$ cat config.mk
export PLATFORM = sky130hd
export DESIGN_NAME = cam_sccb_slave
export DESIGN_NICKNAME = d
export VERILOG_FILES = /design/src/rtl/cam_sccb_slave.sv
export SDC_FILE = /design/constraint.sdc
export NUM_CORES = 1
export LEC_CHECK = 0
export ABC_AREA = 1
export CAP_MARGIN = 0
export CORE_MARGIN = 5
export CORE_UTILIZATION = 30
export DETAILED_ROUTE_END_ITERATION = 8
export GPL_ROUTABILITY_DRIVEN = 0
export SYNTH_ARGS = -nofsm -noshare
export SYNTH_HDL_FRONTEND = slang
export SYNTH_SLANG_ARGS = --single-unit
$ cat constraint.sdc
create_clock -name clk -period 1.8 [get_ports clk]
set_input_delay 0.27 -clock clk [delete_from_list [all_inputs] [get_ports clk]]
set_output_delay 0.27 -clock clk [all_outputs]
set_load 0.1 [all_outputs]
$ cat src/rtl/cam_sccb_slave.sv
// cam_sccb_slave: SCCB responder that oversamples sioc/siod on clk and maps
// 3-phase writes, 2-phase writes and 2-phase reads onto a register port.
`default_nettype none

module cam_sccb_slave #(
  parameter logic [7:0] DEV_ID = 8'h42,
  parameter bit         ACK_EN = 1'b1
) (
  input  logic       clk,
  input  logic       reset,
  input  logic       sioc,
  input  logic       siod_in,
  output logic       siod_oe,
  output logic [7:0] reg_addr,
  output logic [7:0] reg_wdata,
  output logic       reg_wr_en,
  input  logic [7:0] reg_rdata,
  output logic       busy
);

  localparam logic [3:0] S_IDLE   = 4'd0;
  localparam logic [3:0] S_ID     = 4'd1;
  localparam logic [3:0] S_ID_X   = 4'd2;
  localparam logic [3:0] S_SUB    = 4'd3;
  localparam logic [3:0] S_SUB_X  = 4'd4;
  localparam logic [3:0] S_DATA   = 4'd5;
  localparam logic [3:0] S_DATA_X = 4'd6;
  localparam logic [3:0] S_RD     = 4'd7;
  localparam logic [3:0] S_RD_X   = 4'd8;
  localparam logic [3:0] S_IGNORE = 4'd9;

  // [0],[1] synchronize, [2] is the previous synchronized level for edge detect
  logic [2:0] sioc_sr;
  logic [2:0] siod_sr;
  logic       sioc_rise;
  logic       sioc_fall;
  logic       start_ev;
  logic       stop_ev;
  logic       sda_bit;

  always_ff @(posedge clk or negedge reset) begin
    if (!reset) begin
      sioc_sr   <= 3'b111;
      siod_sr   <= 3'b111;
      sioc_rise <= 1'b0;
      sioc_fall <= 1'b0;
      start_ev  <= 1'b0;
      stop_ev   <= 1'b0;
      sda_bit   <= 1'b1;
    end else begin
      sioc_sr   <= {sioc_sr[1:0], sioc};
      siod_sr   <= {siod_sr[1:0], siod_in};
      sioc_rise <= sioc_sr[1] & ~sioc_sr[2];
      sioc_fall <= ~sioc_sr[1] & sioc_sr[2];
      start_ev  <= sioc_sr[1] & siod_sr[2] & ~siod_sr[1];
      stop_ev   <= sioc_sr[1] & ~siod_sr[2] & siod_sr[1];
      sda_bit   <= siod_sr[1];
    end
  end

  logic [3:0] state;
  logic [3:0] bit_cnt;
  logic [6:0] shreg;
  logic       x_drv;
  logic       rw;
  logic [7:0] rx_byte;
  logic       last_bit;

  assign rx_byte  = {shreg, sda_bit};
  assign last_bit = sioc_rise && (bit_cnt == 4'd7);
  assign busy     = (state != S_IDLE) && (state != S_IGNORE);

  always_ff @(posedge clk or negedge reset) begin
    if (!reset) begin
      state     <= S_IDLE;
      bit_cnt   <= 4'd0;
      shreg     <= 7'd0;
      x_drv     <= 1'b0;
      rw        <= 1'b0;
      siod_oe   <= 1'b0;
      reg_addr  <= 8'h00;
      reg_wdata <= 8'h00;
      reg_wr_en <= 1'b0;
    end else begin
      reg_wr_en <= 1'b0;
      if (stop_ev) begin
        state   <= S_IDLE;
        bit_cnt <= 4'd0;
        siod_oe <= 1'b0;
      end else if (start_ev) begin
        state   <= S_ID;
        bit_cnt <= 4'd0;
        x_drv   <= 1'b0;
        siod_oe <= 1'b0;
      end else begin
        case (state)
          S_ID, S_SUB, S_DATA: begin
            if (sioc_rise) begin
              shreg   <= rx_byte[6:0];
              bit_cnt <= bit_cnt + 4'd1;
            end
            if (last_bit) begin
              x_drv <= 1'b0;
              if (state == S_ID) begin
                if (rx_byte[7:1] != DEV_ID[7:1]) begin
                  state <= S_IGNORE;
                end else begin
                  rw    <= rx_byte[0];
                  state <= S_ID_X;
                end
              end else if (state == S_SUB) begin
                reg_addr <= rx_byte;
                state    <= S_SUB_X;
              end else begin
                reg_wdata <= rx_byte;
                reg_wr_en <= 1'b1;
                state     <= S_DATA_X;
              end
            end
          end

          // First fall opens the 9th phase, second fall closes it
          S_ID_X, S_SUB_X, S_DATA_X, S_RD_X: begin
            if (sioc_fall) begin
              if (!x_drv) begin
                x_drv   <= 1'b1;
                siod_oe <= ACK_EN && (state != S_RD_X);
              end else begin
                x_drv   <= 1'b0;
                bit_cnt <= 4'd0;
                siod_oe <= 1'b0;
                case (state)
                  S_ID_X: begin
                    if (rw) begin
                      state   <= S_RD;
                      shreg   <= reg_rdata[6:0];
                      siod_oe <= ~reg_rdata[7];
                    end else begin
                      state <= S_SUB;
                    end
                  end
                  S_SUB_X: state <= S_DATA;
                  default: state <= S_IGNORE;
                endcase
              end
            end
          end

          S_RD: begin
            if (sioc_rise) begin
              bit_cnt <= bit_cnt + 4'd1;
              if (bit_cnt == 4'd7) begin
                state <= S_RD_X;
                x_drv <= 1'b0;
              end
            end else if (sioc_fall) begin
              siod_oe <= ~shreg[6];
              shreg   <= {shreg[5:0], 1'b0};
            end
          end

          default: begin
          end
        endcase
      end
    end
  end

endmodule

`default_nettype wire

# Yosys cells after proc, flatten, opt, wreduce, memory -nomap -nowiden
# Cells that the tools add are included.
# word_totals
reg_bits	46
out_inout_bits	19
wordCells	133
# op_classes
addsub	1
eq_ne	31
muxes	49
bitwise	17
n_reduce_logical	19
# op_table
cell	n
4-bit 2-to-1 mux	14
7-bit 2-to-1 mux	7
4-bit != test (second input constant)	9
6-bit AND reduction	5
7-bit case mux with 3 select lines	1
4-bit by 3-bit equality test with 1-bit output (second input constant)	5
1-bit 2-to-1 mux	20
4-bit case mux with 2 select lines	2
4-bit nonzero test	4
2-bit != test (second input constant)	7
3-bit != test (second input constant)	4
4-bit case mux with 3 select lines	1
1-bit NOT	11
10-bit AND reduction	1
4-bit by 2-bit equality test with 1-bit output (second input constant)	2
4-bit AND reduction	2
4-bit OR reduction	2
7-bit by 6-bit != test with 1-bit output (second input constant)	1
1-bit AND	6
5-bit nonzero test	1
4-bit by 1-bit adder with 4-bit output (second input constant)	1
4-bit by 1-bit equality test with 1-bit output (second input constant)	1
4-bit equality test (second input constant)	1
4-bit by 1-bit != test with 1-bit output (second input constant)	1
other kinds (7)	8

# Depth between registers and ports, before layout
# Gate-level depths: netlist (run 1).
# logic_depth
word_depth	8
mapped_depth	11
ltp_nobuf	11

# Worst setup path after synthesis (run 1)
# Ideal clock, no wire load.
# synth_timing
path_type	register to output
start	register state[0]
end	output port busy
arrival_time_ps	2185
required_ps	1530
slack_ps	-655
path_stages_with_launch	7
path_buffers	1
path_cell_list	dfrtp_1 -> buf_6 -> inv_1 -> nor2_1 -> inv_1 -> nor2_1 -> a21oi_1
# synth_between
elab_chain_len	2
elab_cells_between_ends	3
# synth_rtl
element	line	source
start, declared	61	logic [3:0] state;
start signal, assigned	75	state <= S_IDLE;
start signal, assigned	87	state <= S_IDLE;
start signal, assigned	91	state <= S_ID;
4-bit != test or 4-bit nonzero test (tied branches)	71	assign busy = (state != S_IDLE) && (state != S_IGNORE);
1-bit logical AND (*)	71	
end, declared	18	output logic busy
# Every way passes the cells marked *; elsewhere a longest branch is shown, timed or not.

# Worst setup path in the final report (run 1)
# Ends and elaborated chain as after synthesis.

==> flow_metrics.tcl, run 1 <==
set metrics [dict create \
    fp.coreArea_um2 7610 \
    wire_per_inst_um 12.6 \
    path_buf_inv 3 \
    path_cells "inv_1 -> nor2_1 -> inv_1 -> nor2_2 -> a21oi_4 -> buf_12" \
    drt_first_pass_iters 4 \
    drt_wl_total_mm 5.28 \
    grt_most_used_layer "met2" \
    critical_path.top_delay_family "flip-flops" \
    layout_worst_path_cycle_share_pct 93.4 \
    globalRouteMet1Util_pct 15.8 \
    cts_max_level 2 \
    startpoint_type "flop" \
    worst_pin_slew_ns 0.310 \
    grt_overflow_total 0 \
    drc 0 \
    row_count 32 \
    die_w_um 97.9 \
    slowest_delay_ns 0.42 \
    yosys.area_share.simple_pct 31.5 \
    setup_slack_ns 0.119 \
    dr.first_iter.drc_count 48 \
    ir_drop_mv 0.579 \
    synth_commonest_cells "nand2_1 (83), dfrtp_1 (39), o21ai_0 (25)" \
    critPathRequiredTime_ns 1.53 \
    ant_nets 0 \
    track_usage_pct 11.3 \
    grt_pass1_vias 1903 \
    die_y_um 97.9 \
    ys.flop_type "dfrtp_1" \
    diodes 0 \
    maxCapViolCount 0 \
    report.final.slew_viol_count 0 \
    muxShareOfSynthArea_pct 0.432 \
    area_growth_pct 28.4 \
    synth.area.top_cells "dfrtp_1 (42%), nand2_1 (13%), dfstp_2 (6.8%)" \
    outcome "completed" \
    cts-root-buf "clkbuf_8" \
    ios 31 \
    yosys.area.top_type "dfrtp_1" \
    grt_first_pass_wirelength_mm 8.97 \
    clk_latency_ns 0.30 \
    synth_top_area_share_pct 42.1 \
    utilization_pct 39.1 \
    seq_area_frac_synth_pct 48.9 \
    yosys.area_share.xor_xnor_pct 0.756 \
    synth_top_family_by_area "simple AND/OR/NAND/NOR gates" \
    fmax_mhz 595 \
    cp_max_fo 4 \
    slew_headroom_pct 79.3 \
    portBuffers 30 \
    grtUsageMet2_pct 18.2 \
    layout_min_cycle_time_ns 1.68 \
    synth_cell_type_count 29 \
    cpMostUsedCell "inv_1" \
    whs_ns 0.284 \
    synth-seq-cells 45 \
    start_util_pct 30.5 \
    clk_pin_slew_ns 0.09 \
    syn_inst 275 \
    power.density_nw_per_um2 1560 \
    synth.avg_cell_area_um2 8.43 \
    cts_tree "done" \
    p_leak_nw 1.41 \
    cp_slowest_cell "dfrtp_1" \
    synth-compound-area-share_pct 11.6 \
    dpl.hpwl_mm 3.98 \
    setup_viol 0 \
    rsz0062_at_grt "false" \
    dp_slack_ns 0.0101 \
    use_met3_pct 2.29 \
    hold_viol_final 0 \
    die_area_um2 9580 \
    synthesis.nets 288 \
    synth.most_common_cell "nand2_1" \
    cts_buffer_depth 2 \
    syn_area_um2 2320 \
    synth_warnings 0 \
    vias 1908 \
    synth_fa_ha_area_share_pct 0.540 \
    cts_buffers 5 \
    arrival_ns 1.41 \
    finalClockSkew_ns 0.00782 \
    tns_ns 0 \
    ys_async_sr_fraction_pct 100 \
    clkSinkCount 45 \
    drive_above_1_share_pct 26.5 \
    critPathKind "flop to primary output" \
    crit_path_end_kind "primary output" \
    synth_edf_count 0 \
    nets 329 \
    grt_max_degree 45 \
    antenna_found_initial 0 \
    hold_path_class "primary input to asynchronous set/reset pin" \
    via_per_inst 4.55 \
]
## kinds of logic (layout without fill, tap and decap cells)
| kind of cell | Yosys count | in the layout |
|---|---|---|
| AND/OR/NAND/NOR | 148 | 148 |
| XOR/XNOR | 2 | 2 |
| buffers and inverters | 32 | 74 |
| AO/OA/AOI/OAI | 46 | 46 |
| adder cells (fa/ha/maj) | 1 | 1 |
| multiplexers | 1 | 1 |
| flip-flops | 45 | 45 |
## worst paths after layout
kind                       cells past startpoint           end       start  slack, ns
max                                            6          busy    state[0]       0.12
min                                            2  reg_wdata[3]       reset       0.28
max reg2reg                                   10      state[1]    state[1]       0.14
min reg2reg                                    0    sioc_sr[1]  sioc_sr[0]       0.36
max in group asynchronous                      3    sioc_sr[1]       reset       1.03
min in group clk                               0    sioc_sr[1]  sioc_sr[0]       0.36
## timing repair
action / 4_1_cts / 5_1_grt
setup endpoints to repair: 0 / 25
hold buffers: 1 / 0
buffers inserted: 0 / 0
endpoints found under the hold margin: 39 / 0
resized for setup: 0 / 13
## registers in the layout (all words and copies together), names as in the netlist, 2 cells and up
| name | cells |
|---|---|
| reg_addr | 8 |
| reg_wdata | 8 |
| shreg | 7 |
| bit_cnt | 4 |
| state | 4 |
| sioc_sr | 3 |
| siod_sr | 2 |
## area by class of cell
| type | instances | area [um2] |
|---|---|---|
| clock buffer | 5 | 68.8 |
| clock inverter | 3 | 43.8 |
| fill | 791 | 4630 |
| inverter | 28 | 105 |
| multi-input combinational | 198 | 1100 |
| sequential | 45 | 1130 |
| tap | 102 | 128 |
| timing repair buffer | 38 | 398 |
## cell usage in the layout (no fill, tap or decap), types with 10 or more instances in the layout
cell type / instances
buf_4: 19
clkdlybuf4s50_1: 10
dfrtp_1: 38
inv_1: 22
nand2_1: 83
nand3_1: 18
nor2_1: 12
nor2_4: 11
o21ai_0: 24
o21ai_2: 10
## layer usage
layer  part of all wire, %  vias to the layer above
met3                   3.9                        5
met1                    48                      901
met2                    47                       31
met4                  0.85                        0
met5                     0                        -
li1                      -                      971
## power by group
group	leakage (nW)	internal, mW	switching, mW
Sequential	0.586	1.18	0.160
Clock	0.0585	0.417	0.367
Combinational	0.762	0.806	1.69
Total	1.41	2.41	2.22
## through the flow
stage	power, mW	std cells	instance area, um2
6_report	4.63	419	2980
5_1_grt	5.00	419	2980
4_1_cts	4.54	419	2930
3_5_place_dp	3.75	410	2810
3_3_place_gp	3.72	410	2810
2_1_floorplan	3.18	275	2330
No activity file was read; power rests on OpenSTA's default activity.
==> run 2, diff against run 1 <==
- ABC_AREA: 1 -> default
==> run 2 against run 1 <==
  * Worst hold slack improved by 0.075 ns
  * First-iteration DRC count increased to 2.7 times the previous value
  * Utilization increased by 5.0 points
  * Fmax decreased by 5.4%
  * Design area increased by 1.8%
  * Count of clock-buffer cells in the layout increased by 1
  * Die area decreased by 6.6%
==> flow_metrics.tcl, run 2 <==
set metrics [dict create \
    synth_commonest_cells "dfrtp_1 (39), mux2_2 (31), nand2_1 (14), nor2_1 (14)" \
    synth_top_area_share_pct 45.5 \
    layout_min_cycle_time_ns 1.78 \
    row_count 30 \
    layout_common_cells "buf_4 (41), dfrtp_1 (39), mux2_2 (24), nand2_1 (13), nor2_1 (13)" \
    ys_async_sr_fraction_pct 100 \
    cts-root-buf "clkbuf_8" \
    via_per_inst 4.85 \
    grt_overflow_total 0 \
    n_fill_cell 640 \
    outcome "completed" \
    hold_path_class "flop to flop" \
    crit_path_end_kind "flop" \
    cts_max_level 2 \
    report.final.slew_viol_count 0 \
    rsz0062_at_grt "true" \
    diodes 0 \
    track_usage_pct 12.1 \
    wire_per_inst_um 15.0 \
    whs_ns 0.360 \
    syn_area_um2 2150 \
    power.density_nw_per_um2 836 \
    top_regs "reg_addr x8, reg_wdata x8, shreg x7" \
    synthesis.nets 199 \
    drt_first_pass_iters 4 \
    fp.coreArea_um2 6870 \
    critPathRequiredTime_ns 2.00 \
    grt_first_pass_wirelength_mm 8.58 \
    critPathKind "flop to flop" \
    grt_max_degree 30 \
    die_area_um2 8950 \
    finalClockSkew_ns 0.0113 \
    slew_headroom_pct 70.6 \
    cts_buffers 5 \
    die_y_um 94.6 \
    drt_wl_total_mm 5.12 \
    fmax_mhz 563 \
    ir_drop_mv 0.562 \
    cts_buffer_depth 2 \
    ys.flop_type "dfrtp_1" \
    clk_pin_slew_ns 0.08 \
    hold_viol_final 0 \
    synth_warnings 0 \
    syn_inst 186 \
    die_w_um 94.6 \
    drive_above_1_share_pct 47.2 \
    cts_tree "done" \
    portBuffers 30 \
    p_leak_nw 1.38 \
    area_growth_pct 41.0 \
    seq_area_frac_synth_pct 52.8 \
    clk_latency_ns 0.31 \
    dp_slack_ns -0.0641 \
    synth.area.top_cells "dfrtp_1 (45%), mux2_2 (16%), dfstp_2 (7.3%)" \
    synth_cell_type_count 43 \
    ios 31 \
    startpoint_type "flop" \
    synth_edf_count 0 \
    synth.avg_cell_area_um2 11.5 \
    nets 258 \
    antenna_found_initial 0 \
    dpl.hpwl_mm 3.62 \
    layout_worst_path_cycle_share_pct 98.7 \
    final_area_um2 3030 \
    setup_viol 0 \
    ant_nets 0 \
    cp_max_fo 7 \
    drc 0 \
    synth-seq-cells 45 \
    worst_pin_slew_ns 0.441 \
    maxCapViolCount 0 \
    synth.most_common_cell "dfrtp_1" \
    dr.first_iter.drc_count 128 \
    start_util_pct 31.3 \
    grt_pass1_vias 1708 \
    placed_cell_area_um2 2760 \
    final_common_cell "buf_4" \
    clkSinkCount 45 \
    arrival_ns 1.97 \
    yosys.area.top_type "dfrtp_1" \
    vias 1658 \
    setup_slack_ns 0.0236 \
]
run 2: cell count changes after synthesis, moves of 8 or more:
cell	delta
nand2_1	-69
mux2_2	+31
inv_1	-20
o21ai_0	-19
nand3_1	-16
o21ai_2	-9
nor2_4	-8
run 2: area by class of cell:
class / count / area (um2) / share of cell area, %
Tap cell: 96 / 120 / 3.97
Clock inverter: 2 / 38.8 / 1.28
Clock buffer: 6 / 72.6 / 2.40
Inverter: 3 / 11.3 / 0.372
Timing Repair Buffer: 62 / 568 / 18.8
Multi-Input combinational cell: 128 / 1080 / 35.8
Sequential cell: 45 / 1130 / 37.4
run 2: critical path, cell delays in order (launching register included):
cell and delay, ns:
dfrtp_1 0.39, or2_4 0.31, mux2_2 0.30, o211ai_4 0.20
buf_12 0.15, mux2_2 0.32
run 2: routing by layer:
layer	track usage, %	wire [um]	share of wire, %	vias up
met5	0	0	0	-
met1	16.9	2450	48	806
met4	2.52	42	0.82	0
li1	-	-	-	797
met2	18.8	2350	46	50
met3	3.51	271	5.3	5
run 2: stage by stage:
stage          std cells  TNS, ns  utilization (%)  total power, mW
3_5_place_dp         331   -0.464             40.2             1.68
4_1_cts              341        0             42.9             2.52
5_1_grt              342   -0.198             44.1             2.66
6_report             342        0             44.1             2.53
3_3_place_gp         331   -0.395             40.2             1.68
2_1_floorplan        186   -0.366                -             1.49
run 2: final timing paths:
path                       startpoint           to  slack [ns]  depth (start not counted)
hold reg to reg            sioc_sr[0]   sioc_sr[1]        0.36                          0
setup reg to reg             state[2]     shreg[6]        0.02                          5
hold / removal             sioc_sr[0]   sioc_sr[1]        0.36                          0
setup / recovery             state[2]     shreg[6]        0.02                          5
min in group asynchronous       reset  reg_addr[5]        0.44                          2
max in group asynchronous       reset   siod_sr[0]        0.80                          3
run 2: kinds of logic after synthesis:
group	share of synthesized area [%]
mux	17.2
fa+ha+maj	0.583
buf+inv	2.62
xor+xnor	0.408
flops	52.8
compound gates	12.0
simple gates	14.4
run 2: power breakdown:
group,total [mW],leakage (nW),switching (mW),internal [mW]
registers,1.24,0.586,0.120,1.11
logic,0.523,0.742,0.211,0.311
clock network,0.774,0.0558,0.354,0.419
run 2: repair_timing:
| item | 4_1_cts | 5_1_grt |
|---|---|---|
| pin swaps | 2 | 8 |
| setup endpoints to repair | 17 | 26 |
| hold endpoints to repair | 16 | 0 |
| setup buffers | 2 | 1 |
| hold buffers | 1 | 0 |
| cloned | 0 | 0 |
| resized for setup | 11 | 18 |
